File: config.mk
export PLATFORM = sky130hd
export DESIGN_NAME = book_request_responder_flat
export DESIGN_NICKNAME = d
export VERILOG_FILES = /design/src/rtl/book_request_responder_if.sv /design/src/rtl/book_request_responder.sv /design/src/flat_wrapper.sv
export SDC_FILE = /design/constraint.sdc
export NUM_CORES = 1
export LEC_CHECK = 0
export CAP_MARGIN = 20
export CORE_MARGIN = 2
export CORE_UTILIZATION = 30
export CTS_CLUSTER_SIZE = 40
export DETAILED_ROUTE_END_ITERATION = 10
export SLEW_MARGIN = 10
export SYNTH_ARGS = -nofsm -noshare
export SYNTH_HDL_FRONTEND = slang
export SYNTH_SLANG_ARGS = --single-unit
File: constraint.sdc
create_clock -name clk_100mhz -period 8 [get_ports clk_100mhz]
set_input_delay 0.8 -clock clk_100mhz [delete_from_list [all_inputs] [get_ports clk_100mhz]]
set_output_delay 0.8 -clock clk_100mhz [all_outputs]
set_load 0.02 [all_outputs]
File: src/rtl/book_request_responder_if.sv
`timescale 1ns/1ps
// Request/response and query signals between the order-book driver (master)
// and the responder (slave). entry is packed as {price, order_id, quantity}.
interface book_request_responder_if #(
  parameter int unsigned NUM_STOCKS = 4,
  parameter int unsigned PRICE_W    = 16,
  parameter int unsigned ORDER_W    = 8,
  parameter int unsigned QTY_W      = 8
);
  localparam int unsigned SW = (NUM_STOCKS > 1) ? $clog2(NUM_STOCKS) : 1;
  localparam int unsigned EW = PRICE_W + ORDER_W + QTY_W;

  logic               start;
  logic [2:0]         request;
  logic [SW-1:0]      stock_to_add;
  logic [EW-1:0]      entry;
  logic [ORDER_W-1:0] order_id;
  logic [QTY_W-1:0]   quantity;
  logic               delete;
  logic               book_busy;
  logic               resp_valid;
  logic [2:0]         resp_code;
  logic [SW-1:0]      query_stock;
  logic [PRICE_W-1:0] best_price;
  logic               best_valid;

  modport master (
    output start, request, stock_to_add, entry, order_id, quantity, delete, query_stock,
    input  book_busy, resp_valid, resp_code, best_price, best_valid
  );

  modport slave (
    input  start, request, stock_to_add, entry, order_id, quantity, delete, query_stock,
    output book_busy, resp_valid, resp_code, best_price, best_valid
  );
endinterface

File: src/rtl/book_request_responder.sv
`timescale 1ns/1ps
// Order-book responder: per-stock table of resting orders, a slot-by-slot scan,
// a one-cycle commit and a rescan that refreshes the registered best price.
module book_request_responder #(
  parameter int unsigned NUM_STOCKS = 4,
  parameter int unsigned DEPTH      = 8,
  parameter int unsigned PRICE_W    = 16,
  parameter int unsigned ORDER_W    = 8,
  parameter int unsigned QTY_W      = 8,
  parameter logic [2:0]  REQ_ADD    = 3'd0,
  parameter logic [2:0]  REQ_CANCEL = 3'd1
) (
  input logic                     clk_100mhz,
  input logic                     rst,
  book_request_responder_if.slave bus
);
  localparam int unsigned SW = (NUM_STOCKS > 1) ? $clog2(NUM_STOCKS) : 1;
  localparam int unsigned DW = (DEPTH > 1) ? $clog2(DEPTH) : 1;
  localparam int unsigned EW = PRICE_W + ORDER_W + QTY_W;
  localparam logic [DW-1:0] LastSlot = DW'(DEPTH - 1);

  localparam logic [2:0] RespOk       = 3'd0;
  localparam logic [2:0] RespDupId    = 3'd1;
  localparam logic [2:0] RespFull     = 3'd2;
  localparam logic [2:0] RespNotFound = 3'd3;
  localparam logic [2:0] RespBadReq   = 3'd4;

  typedef enum logic [1:0] {StIdle, StScan, StCommit, StRescan} state_e;

  state_e        state_q, state_d;
  logic [DW-1:0] cnt_q, cnt_d;
  logic          cnt_last;

  logic [DEPTH-1:0]   slot_valid_q [NUM_STOCKS];
  logic [PRICE_W-1:0] slot_price_q [NUM_STOCKS][DEPTH];
  logic [ORDER_W-1:0] slot_id_q    [NUM_STOCKS][DEPTH];
  logic [QTY_W-1:0]   slot_qty_q   [NUM_STOCKS][DEPTH];

  logic [2:0]         req_q;
  logic [SW-1:0]      stock_q;
  logic [PRICE_W-1:0] price_in_q;
  logic [ORDER_W-1:0] target_id_q;
  logic [QTY_W-1:0]   qty_in_q;
  logic               delete_q;

  logic          found_q, free_found_q;
  logic [DW-1:0] match_idx_q, free_idx_q;
  logic [PRICE_W-1:0] max_q;
  logic          any_q;
  logic [2:0]    code_q;

  logic               resp_valid_q;
  logic [2:0]         resp_code_q;
  logic [PRICE_W-1:0] best_price_q [NUM_STOCKS];
  logic [NUM_STOCKS-1:0] best_valid_q;

  logic               accept_add;
  logic               is_add, stock_ok, req_ok;
  logic               cur_valid;
  logic [PRICE_W-1:0] cur_price;
  logic [QTY_W-1:0]   stored_qty;
  logic               cancel_removes;
  logic [2:0]         commit_code;
  logic               commit_ok;
  logic [PRICE_W-1:0] max_next;
  logic               any_next;

  assign cnt_last   = (cnt_q == LastSlot);
  assign accept_add = (bus.request == REQ_ADD);
  assign is_add     = (req_q == REQ_ADD);
  assign stock_ok   = (32'(stock_q) < NUM_STOCKS);
  assign req_ok     = stock_ok && (is_add || req_q == REQ_CANCEL);

  // The slot under the counter serves both the scan and the rescan.
  assign cur_valid      = slot_valid_q[stock_q][cnt_q];
  assign cur_price      = slot_price_q[stock_q][cnt_q];
  assign stored_qty     = slot_qty_q[stock_q][match_idx_q];
  assign cancel_removes = delete_q || (qty_in_q >= stored_qty);
  assign max_next       = (cur_valid && cur_price > max_q) ? cur_price : max_q;
  assign any_next       = any_q | cur_valid;

  always_comb begin
    commit_code = RespOk;
    if (!req_ok) begin
      commit_code = RespBadReq;
    end else if (is_add) begin
      if (found_q)            commit_code = RespDupId;
      else if (!free_found_q) commit_code = RespFull;
    end else if (!found_q) begin
      commit_code = RespNotFound;
    end
  end

  assign commit_ok = (state_q == StCommit) && (commit_code == RespOk);

  always_comb begin
    state_d = state_q;
    cnt_d   = cnt_q;
    unique case (state_q)
      StIdle: begin
        if (bus.start) begin
          state_d = StScan;
          cnt_d   = '0;
        end
      end
      StScan: begin
        if (cnt_last) begin
          state_d = StCommit;
          cnt_d   = '0;
        end else begin
          cnt_d = cnt_q + 1'b1;
        end
      end
      StCommit: state_d = StRescan;
      StRescan: begin
        if (cnt_last) begin
          state_d = StIdle;
          cnt_d   = '0;
        end else begin
          cnt_d = cnt_q + 1'b1;
        end
      end
      default: state_d = StIdle;
    endcase
  end

  always_ff @(posedge clk_100mhz) begin
    if (rst) begin
      state_q <= StIdle;
      cnt_q   <= '0;
    end else begin
      state_q <= state_d;
      cnt_q   <= cnt_d;
    end
  end

  always_ff @(posedge clk_100mhz) begin
    if (rst) begin
      for (int unsigned s = 0; s < NUM_STOCKS; s++) begin
        slot_valid_q[s] <= '0;
        best_price_q[s] <= '0;
      end
      best_valid_q <= '0;
      resp_valid_q <= 1'b0;
      resp_code_q  <= RespOk;
      req_q        <= '0;
      stock_q      <= '0;
      price_in_q   <= '0;
      target_id_q  <= '0;
      qty_in_q     <= '0;
      delete_q     <= 1'b0;
      found_q      <= 1'b0;
      free_found_q <= 1'b0;
      match_idx_q  <= '0;
      free_idx_q   <= '0;
      max_q        <= '0;
      any_q        <= 1'b0;
      code_q       <= RespOk;
    end else begin
      resp_valid_q <= 1'b0;
      unique case (state_q)
        StIdle: begin
          if (bus.start) begin
            req_q        <= bus.request;
            stock_q      <= bus.stock_to_add;
            price_in_q   <= bus.entry[EW-1 -: PRICE_W];
            target_id_q  <= accept_add ? bus.entry[QTY_W +: ORDER_W] : bus.order_id;
            qty_in_q     <= accept_add ? bus.entry[QTY_W-1:0] : bus.quantity;
            delete_q     <= bus.delete;
            found_q      <= 1'b0;
            free_found_q <= 1'b0;
            max_q        <= '0;
            any_q        <= 1'b0;
          end
        end
        StScan: begin
          if (cur_valid) begin
            if (!found_q && slot_id_q[stock_q][cnt_q] == target_id_q) begin
              found_q     <= 1'b1;
              match_idx_q <= cnt_q;
            end
          end else if (!free_found_q) begin
            free_found_q <= 1'b1;
            free_idx_q   <= cnt_q;
          end
        end
        StCommit: begin
          code_q <= commit_code;
          if (commit_ok) begin
            if (is_add)              slot_valid_q[stock_q][free_idx_q]  <= 1'b1;
            else if (cancel_removes) slot_valid_q[stock_q][match_idx_q] <= 1'b0;
          end
        end
        StRescan: begin
          max_q <= max_next;
          any_q <= any_next;
          if (cnt_last) begin
            if (stock_ok) begin
              best_price_q[stock_q] <= any_next ? max_next : '0;
              best_valid_q[stock_q] <= any_next;
            end
            resp_valid_q <= 1'b1;
            resp_code_q  <= code_q;
          end
        end
        default: ;
      endcase
    end
  end

  // Slot payload needs no reset: it is only observed through its valid bit.
  always_ff @(posedge clk_100mhz) begin
    if (!rst && commit_ok) begin
      if (is_add) begin
        slot_price_q[stock_q][free_idx_q] <= price_in_q;
        slot_id_q[stock_q][free_idx_q]    <= target_id_q;
        slot_qty_q[stock_q][free_idx_q]   <= qty_in_q;
      end else if (!cancel_removes) begin
        slot_qty_q[stock_q][match_idx_q] <= stored_qty - qty_in_q;
      end
    end
  end

  assign bus.book_busy  = (state_q != StIdle);
  assign bus.resp_valid = resp_valid_q;
  assign bus.resp_code  = resp_code_q;
  assign bus.best_price = best_price_q[bus.query_stock];
  assign bus.best_valid = best_valid_q[bus.query_stock];

endmodule

File: src/flat_wrapper.sv
// flat-port wrapper written by rule: the top's interface ports become plain ports
module book_request_responder_flat 
#(
  parameter int unsigned NUM_STOCKS = 4,
  parameter int unsigned DEPTH      = 8,
  parameter int unsigned PRICE_W    = 16,
  parameter int unsigned ORDER_W    = 8,
  parameter int unsigned QTY_W      = 8,
  parameter logic [2:0]  REQ_ADD    = 3'd0,
  parameter logic [2:0]  REQ_CANCEL = 3'd1
)
  (clk_100mhz, rst, bus_start, bus_request, bus_stock_to_add, bus_entry, bus_order_id, bus_quantity, bus_delete, bus_query_stock, bus_book_busy, bus_resp_valid, bus_resp_code, bus_best_price, bus_best_valid);
  book_request_responder_if #(.NUM_STOCKS(NUM_STOCKS), .PRICE_W(PRICE_W), .ORDER_W(ORDER_W), .QTY_W(QTY_W)) bus_i ();
  input logic clk_100mhz;
  input logic rst;
  input wire logic [$bits(bus_i.start)-1:0] bus_start;
  input wire logic [$bits(bus_i.request)-1:0] bus_request;
  input wire logic [$bits(bus_i.stock_to_add)-1:0] bus_stock_to_add;
  input wire logic [$bits(bus_i.entry)-1:0] bus_entry;
  input wire logic [$bits(bus_i.order_id)-1:0] bus_order_id;
  input wire logic [$bits(bus_i.quantity)-1:0] bus_quantity;
  input wire logic [$bits(bus_i.delete)-1:0] bus_delete;
  input wire logic [$bits(bus_i.query_stock)-1:0] bus_query_stock;
  output wire logic [$bits(bus_i.book_busy)-1:0] bus_book_busy;
  output wire logic [$bits(bus_i.resp_valid)-1:0] bus_resp_valid;
  output wire logic [$bits(bus_i.resp_code)-1:0] bus_resp_code;
  output wire logic [$bits(bus_i.best_price)-1:0] bus_best_price;
  output wire logic [$bits(bus_i.best_valid)-1:0] bus_best_valid;
  assign bus_i.start = bus_start;
  assign bus_i.request = bus_request;
  assign bus_i.stock_to_add = bus_stock_to_add;
  assign bus_i.entry = bus_entry;
  assign bus_i.order_id = bus_order_id;
  assign bus_i.quantity = bus_quantity;
  assign bus_i.delete = bus_delete;
  assign bus_i.query_stock = bus_query_stock;
  assign bus_book_busy = bus_i.book_busy;
  assign bus_resp_valid = bus_i.resp_valid;
  assign bus_resp_code = bus_i.resp_code;
  assign bus_best_price = bus_i.best_price;
  assign bus_best_valid = bus_i.best_valid;
  book_request_responder #(.NUM_STOCKS(NUM_STOCKS), .DEPTH(DEPTH), .PRICE_W(PRICE_W), .ORDER_W(ORDER_W), .QTY_W(QTY_W), .REQ_ADD(REQ_ADD), .REQ_CANCEL(REQ_CANCEL)) u_core (.clk_100mhz(clk_100mhz), .rst(rst), .bus(bus_i));
endmodule
==> results.ini, run 1 <==
[run_status]
status = completed

[yosys]
ys_seq_area_frac = 0.726
synth-warning-count = 0
synth_top_cell_by_area = edfxtp_1
synth.top_cell.area_share = 0.693
ys_ff_latch = 1201
ys_async_sr_fraction = 0
synth_ff_type = edfxtp_1
synthCells = 2682
syn_area_per_cell_sq_um = 18.1
syn_area_sq_um = 48600
syn_nets = 2772
synth_cell_type_count = 57
synth-edff-count = 1120
ys_top_cells_by_area = edfxtp_1, mux4_2, dfxtp_1

[finish]
fin_util = 0.352
area_growth_pct = 16.5
fin_area_sq_um = 56600
nNetsFinal = 2912
drive_above_1_share = 0.207
fin_cells = 5086

[timing]
finalHoldViolCount = 0
period_minus_slack_ps = 5840
fmax_mhz = 171
finalCritPeriodShare = 0.730
setup_tns_ps = 0
clock_skew_ps = 77.7
layout_setup_ws_ps = 2160
timing.slew.headroom = 0.274
setup_viol = 0
drv_slew = 0
rsz0062_at_grt = no
worst_pin_slew_ps = 1080

[critical_path]
start_kind = flip-flop
worst_ep_required_time_ps = 8310
critPathCaptureType = flip-flop
critical_path_class = reg2reg
arrival_ps = 6150
path_max_fanout = 14

[clocking]
cts_hold_buf = 0
cts_tree = yes
ctsResizeCount = 0
cts_root_buf = clkbuf_16
post-cts-setup-buffers = 0
h-tree-depth = 3
clk_pin_slew_ps = 60
cts_sinks = 1201
numCtsBuffers = 118
clockBufferDepth = 3
clock_latency_ps = 760

[die]
die_w_microns = 406
fp.coreArea_sq_um = 161000
die_height_microns = 406
die-area_sq_um = 165000
ioPinCount = 81
rows = 147
start_util = 0.302

[place]
numPortBuffers = 80
gp_congestion = 0.809
placed_cells = 4849
pre_cts_slack_ps = 2120
hpwl_microns = 69900
dpl-instance-area_sq_um = 52300

[routing]
wl_per_cell_microns = 23.9
detail-route-antenna-nets = 0
drc = 0
routed_via_density = 4.97
first_pass_iters = 6
wl_microns = 121000
dr_total_vias = 25261
first_iter_violations = 2546

[global_route]
overflow = 0
track_usage = 0.147
grt_start_max_net_pins = 103
grt_pass1_wl_microns = 177000
grt_pass1_vias = 25394
antenna_found_initial = 0

[worst_hold_path]
hold_path.class = reg2reg

[job]
cap_violations = 0

[power]
p_per_area_nw_per_um2 = 277
p_leak_nw = 17.6
peakVddDrop_uv = 186

## final cells by class
type                       count  area (sq um)
multi-input combinational   1282         12700
timing repair buffer         179          1640
sequential                  1201         35300
clock buffer                 154          3210
inverter                      40           151
antenna                        1          2.50
fill                       14885        104000
tap                         2160          2700
clock inverter                69           900
## report_power, final
group          total, mW  switching, mW  internal [mW]
combinational       2.45           1.52          0.930
clock               5.82           2.41           3.41
sequential          7.42          0.184           7.23
total               15.7           4.11           11.6
## kinds of logic (layout without fill, tap and decap cells)
family | Yosys count | count (layout) | share of synthesized area
and+or+nand+nor | 537 | 537 | 0.0474
DFF | 1201 | 1201 | 0.726
adders and majority gates | 31 | 31 | 0.00814
other | 0 | 1 | 0
muxes | 410 | 410 | 0.158
xor gates and xnor gates | 13 | 13 | 0.00234
AOI/OAI and AO/OA | 291 | 291 | 0.0399
buffers and inverters | 199 | 442 | 0.0180
## cells in the final DEF (no fill, tap or decap), types with 10 or more instances in the layout
cell,count
o21bai_1,12
clkbuf_16,118
edfxtp_1,1120
dfxtp_1,77
a21o_1,16
mux4_2,278
nor2_4,32
a22oi_1,41
clkbuf_1,24
clkinv_1,25
clkbuf_8,12
clkinv_2,16
o21ai_0,80
inv_1,39
buf_4,91
nor2b_1,13
mux2i_1,125
a22o_1,11
nand3_1,28
nand2_1,191
clkdlybuf4s50_1,79
nand2b_1,26
ha_1,30
a211oi_1,19
a21oi_1,44
a221oi_1,22
nor2_1,195
nand4_1,10
bufinv_16,18
## worst max-delay path, stage by stage (launching register included)
cell      delay (ps)
dfxtp_1          730
inv_1            420
nor3b_1          580
buf_4            270
a22oi_1          110
o211a_1          140
ha_1             230
fa_1             440
nor2b_1          130
o21ai_0          100
a21boi_0         190
o21ai_0          120
a21oi_1          200
o21a_1           380
o21ai_1          180
buf_4            240
o31a_1           290
nor2_1           650
## cells in the mapped netlist (all sizes together) (7+ instances only)
library cell,n
a211oi,19
inv,40
edfxtp,1120
nor2b,13
mux2i,126
clkbuf,84
and2,11
nand4,10
nand3,28
a21o,16
nand2b,28
o21a,9
a22oi,41
ha,30
mux4,283
dfxtp,81
o21ai,81
a21oi,44
buf,75
a22o,11
xnor2,7
nor2,227
nand2,191
a221oi,22
o21bai,12
## metal layers
layer,global-route usage,vias to the layer above,share of wire
li1,-,10988,-
met4,0.0415,0,0.026
met2,0.233,950,0.47
met5,0,-,0
met1,0.201,13149,0.42
met3,0.0334,174,0.077
## worst paths after layout
check / startpoint / to / slack [ps] / depth (start not counted)
min reg2reg: u_core.req_q[2] / u_core.req_q[2] / 460 / 2
min: u_core.req_q[2] / u_core.req_q[2] / 460 / 2
max: u_core.match_idx_q[1] / u_core.slot_qty_q[1][30] / 2160 / 17
max reg2reg: u_core.match_idx_q[1] / u_core.slot_qty_q[1][30] / 2160 / 17
## registers in the layout, summed over array words and instances, names as in the netlist, named ones only
register and cells:
u_core.cnt_q 3, u_core.slot_qty_q 256, u_core.bus.resp_code 3, u_core.bus.resp_valid 1
u_core.price_in_q 16, u_core.target_id_q 8, u_core.best_price_q 64, u_core.code_q 3
u_core.best_valid_q 4, u_core.delete_q 1, u_core.any_q 1, u_core.free_found_q 1
u_core.req_q 3, u_core.max_q 16, u_core.stock_q 2, u_core.slot_price_q 512
u_core.qty_in_q 8, u_core.match_idx_q 3, u_core.state_q 2, u_core.free_idx_q 3
u_core.found_q 1, u_core.slot_id_q 256, u_core.slot_valid_q 32
## stage by stage
stage / hold slack (ps) / power (mW)
2_1_floorplan: 427 / 9.07
3_3_place_gp: 445 / 9.96
3_5_place_dp: 452 / 9.99
4_1_cts: 461 / 15.8
5_1_grt: 479 / 16.3
6_report: 461 / 15.7
(Power assumes the default switching activity.)
==> run 2, diff against run 1 <==
==> constraint.sdc (replaced) <==
create_clock -name clk_100mhz -period 4.75 [get_ports clk_100mhz]
set_input_delay 0.475 -clock clk_100mhz [delete_from_list [all_inputs] [get_ports clk_100mhz]]
set_output_delay 0.475 -clock clk_100mhz [all_outputs]
set_load 0.02 [all_outputs]
==> results.ini, run 2 (synthesis gave the netlist of run 1 again) <==
[run_status]
status = completed  ; unchanged

[place]
pre_cts_slack_ps = -13.3  ; was 2120 ps
gp_congestion = 0.800  ; was 0.809
dpl-instance-area_sq_um = 53300  ; was 52300 sq um
numPortBuffers = 80  ; unchanged
placed_cells = 4956  ; was 4849
hpwl_microns = 73700  ; was 69900 microns

[die]
start_util = 0.302  ; unchanged
ioPinCount = 81  ; unchanged
fp.coreArea_sq_um = 161000  ; unchanged
die-area_sq_um = 165000  ; unchanged
die_w_microns = 406  ; unchanged
rows = 147  ; unchanged
die_height_microns = 406  ; unchanged

[finish]
largest_register_ffs = 512  ; unchanged
final_common_cell = edfxtp_1  ; unchanged
area_growth_pct = 19.0  ; was 16.5%
reg_top3 = u_core.slot_price_q x512, u_core.slot_id_q x256, u_core.slot_qty_q x256  ; unchanged
nNetsFinal = 3015  ; was 2912
largest_register = u_core.slot_price_q  ; unchanged
antenna_cells = 0  ; was 1
mostFrequentLayoutCells = edfxtp_1, mux4_2, nand2_1, buf_4, nor2_1  ; was edfxtp_1, mux4_2, nor2_1, nand2_1, mux2i_1
fin_cells = 5189  ; was 5086
fin_util = 0.360  ; was 0.352
drive_above_1_share = 0.247  ; was 0.207
fin_area_sq_um = 57800  ; was 56600 sq um

[critical_path]
critPathCaptureType = flip-flop  ; unchanged
path_max_fanout = 8  ; was 14
critical_path_class = reg2reg  ; unchanged
worst_ep_required_time_ps = 5100  ; was 8310 ps
start_kind = flip-flop  ; unchanged
arrival_ps = 4940  ; was 6150 ps
r2r_setup_slack_ps = 160  ; was 2160 ps

[routing]
first_iter_violations = 2753  ; was 2546
routed_via_density = 4.95  ; was 4.97
first_pass_iters = 5  ; was 6
wl_microns = 124000  ; was 121000 microns
detail-route-antenna-nets = 0  ; unchanged
drc = 0  ; unchanged
wl_per_cell_microns = 23.9  ; about the same
dr_total_vias = 25707  ; was 25261

[timing]
worst_pin_slew_ps = 1110  ; was 1080 ps
setup_tns_ps = 0  ; unchanged
finalHoldViolCount = 0  ; unchanged
rsz0062_at_grt = yes  ; was no
timing.slew.headroom = 0.261  ; was 0.274
period_minus_slack_ps = 4590  ; was 5840 ps
clock_skew_ps = 82.1  ; was 77.7 ps
timing.hold.ws_ps = 92.4  ; was 461 ps
fmax_mhz = 218  ; was 171 MHz
setup_viol = 0  ; unchanged
layout_setup_ws_ps = 164  ; was 2160 ps
finalCritPeriodShare = 0.965  ; was 0.730
drv_slew = 0  ; unchanged

[clocking]
cts_root_buf = clkbuf_16  ; unchanged
clockBufferDepth = 3  ; unchanged
cts_sinks = 1201  ; unchanged
numCtsBuffers = 119  ; was 118
clk_pin_slew_ps = 60  ; about the same
cts_hold_buf = 0  ; unchanged
clock_latency_ps = 780  ; was 760 ps
h-tree-depth = 3  ; unchanged
cts_tree = yes  ; unchanged

[power]
p_leak_nw = 18.2  ; was 17.6 nW
peakVddDrop_uv = 327  ; was 186 uV
power_mw = 27.1  ; was 15.7 mW
p_per_area_nw_per_um2 = 469  ; was 277 nW/um^2

[worst_hold_path]
hold_path.startpoint = rst  ; was u_core.req_q[2]
hold_path.class = in2reg  ; was reg2reg

[job]
cap_violations = 0  ; unchanged

[global_route]
grt_pass1_wl_microns = 180000  ; was 177000 microns
grt_start_max_net_pins = 52  ; was 103
antenna_found_initial = 2  ; was 0
grt_pass1_vias = 25906  ; was 25394
track_usage = 0.150  ; was 0.147
overflow = 0  ; unchanged

run 2: changes by cell type in the layout (fill, tap and decap cells not counted), moves of 7 or more:
cell	before	now
nor2_2	0	17
nor2_4	32	40
clkinv_2	16	24
clkinv_1	25	17
nor2_1	195	170
buf_4	91	178
buf_12	4	16
clkbuf_8	12	5
run 2: worst paths after layout:
kind / endpoint / cells past startpoint
min: u_core.bus.resp_valid / 2
max: u_core.slot_qty_q[2][21] / 17
min reg2reg: u_core.req_q[1] / 2
max reg2reg: u_core.slot_qty_q[2][21] / 17
run 2: area by class of cell:
class                   instances  area (sq um)
inverters                      40           150
clock inverters                78          1120
repair buffers                281          2560
clock buffers                 147          3130
fillers                     14933        103000
well taps                    2160          2700
flip-flops and latches       1201         35300
multi-input cells            1282         12800
run 2: routing by layer:
metal  wire length (microns)  track usage  vias to the layer above
met3                    8080       0.0240                      172
li1                        -            -                    11184
met4                    3080       0.0472                        2
met2                   59700        0.242                      922
met1                   53400        0.207                    13427
met5                      13            0                        -
run 2: power breakdown:
part           switching, mW  leakage [nW]  internal, mW
registers              0.281          11.0          12.2
clock network           4.13          2.07          6.01
logic                   2.68          5.10          1.82
run 2: repair_timing:
action,CTS,global route
buffers inserted,1,1
resized for setup,2,17
pin swaps,0,1
endpoints found under the setup margin,30,304
run 2: worst max-delay path, cell delays in order (launching register included):
cell	delay, ps
dfxtp_4	410
buf_12	150
mux4_2	500
a22o_1	270
a221oi_1	330
buf_4	190
o21ai_1	70
ha_1	300
nor2b_1	130
o21ai_1	90
a21boi_0	170
o21ai_1	100
a21oi_1	180
o21a_1	210
buf_4	180
o2111a_1	220
nor2_1	90
nor2_1	650
==> variant 1: new RTL, config.mk and constraints of run 2 <==
Re-encode `state_e` (4 states) as Gray code, 2 bits wide.
--- a/src/rtl/book_request_responder.sv
+++ b/src/rtl/book_request_responder.sv
@@ -26,5 +26,5 @@
   localparam logic [2:0] RespBadReq   = 3'd4;
 
-  typedef enum logic [1:0] {StIdle, StScan, StCommit, StRescan} state_e;
+  typedef enum logic [1:0] {StIdle = 2'b00, StScan = 2'b01, StCommit = 2'b11, StRescan = 2'b10} state_e;
 
   state_e        state_q, state_d;
Function: no difference found for any inputs over 4 cycles, from zero or initial values and one cycle with rst high; so few cycles prove little.
==> variant 1 against run 2 <==
  * Design area up 0.21%
  * Cell count shrank 0.71%
  * Fmax fell by 0.73%
  * Sequential cell count is the same
  * Wire length down 0.92%
  * Global-route usage shrank 0.47 points
  * Total power is 0.42% lower
  * Worst hold slack improved by 0.025 ns
  * Sequential share of layout area is 0.12 points lower
  * Area after synthesis rose by 0.41%
  * Die area up 0.41%
  * First-iteration DRC count down 16%
  * Setup slack worse by 0.034 ns
  * Critical endpoint is now u_core.slot_qty_q[1][25]
==> variant 1: results (changes against run 2) <==
pwr:
  ir_drop_mv: 0.322  # was 0.327 mV
  leakage_nw: 18.1  # was 18.2 nW
placed_design:
  hpwl_um: 74500  # was 73,700 um
  dp_slack_ns: -0.0271  # was -0.0133 ns
  routabilityCongestion: 0.856  # was 0.800
  dp_cells: 4924  # was 4,956
final_layout:
  finalNonFillerCells: 5152  # was 5,189
  nets: 2980  # was 3,015
  drive_gt1_share_pct: 26.8  # was 24.7%
global_routing:
  antenna_found_initial: 3  # was 2
  track_usage_pct: 14.5  # was 15.0%
  grt_pass1_vias: 25400  # was 25,900
  grt_max_degree: 66  # was 52
drt:
  drtIter0Drc: 2322  # was 2,753
  wl_per_cell_um: 23.9  # about the same
  dr.pass1.iters: 6  # was 5
setup_path:
  path_max_fanout: 16  # was 8
clock_network:
  post_cts_resized: 5  # was 2
  postCtsSetupBuffers: 0  # was 1
  clk_latency_ns: 0.74  # was 0.78 ns
  cts_made_buffers: 118  # was 119
sta:
  slew_headroom_pct: 28.0  # was 26.1%
  clock_skew_ns: 0.0539  # was 0.0821 ns
synth:
  synthCells: 2641  # was 2,682
  synth_nets: 2731  # was 2,772
  ys_top_cells_by_area: "edfxtp_1 69%, mux4_2 14%, dfxtp_1 3.3%"  # was edfxtp_1 69%, mux4_2 13%, dfxtp_1 3.3%
  synth-seq-area-share_pct: 72.3  # was 72.6%
run_status:
  outcome: "finished, final reports clean"  # unchanged
[variant 1: critical path, cell delays in order, from the launching register on]
cell	delay, ns
dfxtp_4	0.47
buf_12	0.22
buf_12	0.12
mux4_2	0.51
mux4_2	0.48
nand2_1	0.09
nand2_1	0.10
ha_4	0.28
nor2b_1	0.11
o21ai_0	0.10
a21oi_1	0.19
o21a_1	0.18
o21a_1	0.15
o21ai_2	0.10
a211o_1	0.37
o21a_1	0.33
nor2_2	0.42
[variant 1: final cells by class]
class                   count  share of cell area, %
repair buffers            288                   4.83
clock inverters            71                   1.25
multi-input cells        1228                   22.5
inverters                  53                  0.344
clock buffers             151                   5.49
flip-flops and latches   1201                   60.9
well taps                2160                   4.67
[variant 1: stage by stage]
step           cell area, um2  hold WS [ns]
5_1_grt                 57900         0.121
3_3_place_gp            53800         0.445
2_1_floorplan           49000         0.427
6_report                57900         0.118
4_1_cts                 57700        0.0724
3_5_place_dp            53800         0.450
[variant 1: routing by layer]
metal  track usage, %  part of all wire [%]  vias up
li1                 -                     -    11100
met1             20.2                    43    13400
met2             23.2                    47      873
met3             2.72                   7.0      168
met4             4.47                   2.5        0
met5                0                     0        -
[variant 1: cells by family after synthesis]
logic type,count (synthesis),synth area share (%)
AO/OA/AOI/OAI,288,3.76
adder cells (fa/ha/maj),31,0.811
flip-flops,1201,72.3
XOR/XNOR,12,0.216
AND/OR/NAND/NOR,465,4.10
buffers and inverters,212,2.07
multiplexers,432,16.7
[variant 1: worst paths after layout]
check,start,slack [ns],cells past startpoint,to
setup / recovery,register,0.13,16,u_core.slot_qty_q[1][25]
hold / removal,rst,0.12,2,u_core.bus.resp_code[2]
setup reg to reg,register,0.13,16,u_core.slot_qty_q[1][25]
hold reg to reg,u_core.bus.resp_code[1],0.46,2,u_core.bus.resp_code[1]
[variant 1: report_power, final]
part	internal [mW]	total (mW)	leakage [nW]	switching, mW
Clock	5.33	9.40	1.89	4.06
Sequential	12.2	12.5	11.0	0.348
Combinational	2.11	5.06	5.16	2.94
Total	19.6	27.0	18.1	7.35
==> variant 2: new RTL, settings of run 2 <==
Made on the original files. `QTY_W` is set to 8 in 3 places; all go to 10.
--- a/src/rtl/book_request_responder_if.sv
+++ b/src/rtl/book_request_responder_if.sv
@@ -6,5 +6,5 @@
   parameter int unsigned PRICE_W    = 16,
   parameter int unsigned ORDER_W    = 8,
-  parameter int unsigned QTY_W      = 8
+  parameter int unsigned QTY_W      = 10
 );
   localparam int unsigned SW = (NUM_STOCKS > 1) ? $clog2(NUM_STOCKS) : 1;
--- a/src/rtl/book_request_responder.sv
+++ b/src/rtl/book_request_responder.sv
@@ -7,5 +7,5 @@
   parameter int unsigned PRICE_W    = 16,
   parameter int unsigned ORDER_W    = 8,
-  parameter int unsigned QTY_W      = 8,
+  parameter int unsigned QTY_W      = 10,
   parameter logic [2:0]  REQ_ADD    = 3'd0,
   parameter logic [2:0]  REQ_CANCEL = 3'd1
--- a/src/flat_wrapper.sv
+++ b/src/flat_wrapper.sv
@@ -6,5 +6,5 @@
   parameter int unsigned PRICE_W    = 16,
   parameter int unsigned ORDER_W    = 8,
-  parameter int unsigned QTY_W      = 8,
+  parameter int unsigned QTY_W      = 10,
   parameter logic [2:0]  REQ_ADD    = 3'd0,
   parameter logic [2:0]  REQ_CANCEL = 3'd1
Ports: changed (resized bus_entry and bus_quantity); port bits go from 81 to 85. No check against the original RTL was run, so the function may have changed too.
==> variant 2 against run 2 <==
  * Die area grew 5.9%
  * Critical path type unchanged
  * Area after synthesis up 6.0%
  * Setup slack improved by 0.0012 ns
  * Total power is 5.8% higher
  * Count of clock-buffer cells in the layout up 29
  * Design area up 7.3%
  * Sequential cell count grew 66
  * Wire length increased by 8.5%
==> variant 2: results (changes against run 2) <==
placed_design:
  routabilityCongestion: 0.850  # was 0.800
  dp_slack_ns: 0.0211  # was -0.0133 ns
  io_buffers: 84  # was 80
clock_network:
  htree_num_levels: 4  # was 3
  clk_latency_ns: 0.76  # was 0.78 ns
  cts_made_buffers: 131  # was 119
synth:
  yosysUniqueCellTypes: 72  # was 57
  ys_top_cells_by_area: "edfxtp_1 69%, mux4_2 12%, dfxtp_1 3.2%"  # was edfxtp_1 69%, mux4_2 13%, dfxtp_1 3.3%
  synth_nets: 2858  # was 2,772
  synthTopCellsByCount: "1,184 x edfxtp_1, 281 x mux4_2, 219 x nor2_1, 128 x nand2_1, 112 x mux2i_1"  # was 1,120 x edfxtp_1, 278 x mux4_2, 227 x nor2_1, 191 x nand2_1, 125 x mux2i_1
  synth-seq-area-share_pct: 72.3  # was 72.6%
  synth-edff-count: 1184  # was 1,120
global_routing:
  grt_pass1_vias: 27800  # was 25,900
  use_met1_pct: 20.7  # about the same
  antenna_found_initial: 0  # was 2
  grt_use_met2_pct: 25.0  # was 24.2%
  track_usage_pct: 15.3  # was 15.0%
  use_met3_pct: 2.48  # was 2.40%
  grt_pass1_wl_um: 193000  # was 180,000 um
drt:
  drtIter0Drc: 2872  # was 2,753
  wl_met3_um: 7840  # was 8080 um
  wl_per_cell_um: 24.9  # was 23.9 um
  routed.top_layer: "met4"  # was met5
  routed_via_density: 5.06  # was 4.95
run_status:
  outcome: "finished, final reports clean"  # unchanged
sta:
  clock_skew_ns: 0.0251  # was 0.0821 ns
  slew_headroom_pct: 26.2  # was 26.1%
setup_path:
  cp.arrival_ns: 5.05  # was 4.94 ns
  cp-start-kind: "register"  # unchanged
  crit_slowest_cell: "mux4_2"  # was nor2_1
  slowest_delay_ns: 0.52  # was 0.65 ns
  reg2regPathDepth: 21  # was 17
hold_path:
  min_path_type: "in2reg"  # unchanged
  hold_depth: 2  # unchanged
pwr:
  ir_drop_mv: 0.381  # was 0.327 mV
  p_comb_mw: 5.09  # was 4.50 mW
  leakage_nw: 19.7  # was 18.2 nW
final_layout:
  nets: 3194  # was 3,015
  reg_top3: "u_core.slot_price_q: 512 flops, u_core.slot_qty_q: 320 flops, u_core.slot_id_q: 256 flops"  # was u_core.slot_price_q: 512 flops, u_core.slot_id_q: 256 flops, u_core.slot_qty_q: 256 flops
  drive_gt1_share_pct: 29.4  # was 24.7%
[variant 2: worst paths after layout]
check | end | slack, ns
min | u_core.code_q[0] | 0.17
max | u_core.slot_qty_q[1][40] | 0.17
min reg2reg | u_core.req_q[1] | 0.46
max reg2reg | u_core.slot_qty_q[1][40] | 0.17
[variant 2: metrics by stage]
step | util, % | std cells | total power, mW | TNS [ns]
floorplan | - | 2762 | 16.2 | 0
global placement | 33.7 | 5163 | 18.3 | 0
detailed placement | 33.7 | 5164 | 18.4 | 0
CTS | 36.3 | 5401 | 28.8 | 0
global route | 36.5 | 5420 | 29.7 | -0.466
finish | 36.5 | 5420 | 28.7 | 0
[variant 2: layout make-up]
cell class                      instances  area (um2)
Clock buffer                          176        3630
Clock inverter                         61         707
Fill cell                           15500      108000
Inverter                               37         139
Multi-Input combinational cell       1288       13800
Sequential cell                      1267       37200
Tap cell                             2218        2780
Timing Repair Buffer                  373        3660
[variant 2: kinds of logic after synthesis]
| kind of cell | synth area share, % |
|---|---|
| flip-flops | 72.3 |
| multiplexers | 16.7 |
| AND/OR/NAND/NOR | 3.99 |
| AO/OA/AOI/OAI | 4.08 |
| buffers and inverters | 1.90 |
| adder cells (fa/ha/maj) | 0.817 |
| XOR/XNOR | 0.204 |
[variant 2: critical path, delay by kind of cell (launching register included)]
kind / cells / cell delay [ns]
AND/OR/NAND/NOR: 5 / 0.55
AO/OA/AOI/OAI: 3 / 0.83
buffers and inverters: 11 / 1.61
flip-flops: 1 / 0.42
multiplexers: 1 / 0.52
adder cells (fa/ha/maj): 1 / 0.31
[variant 2: timing repair]
| action | CTS | global route |
|---|---|---|
| setup buffers | 0 | 13 |
| cloned | 0 | 1 |
| pin swaps | 0 | 1 |
| resized for setup | 3 | 41 |
| endpoints found under the setup margin | 27 | 562 |
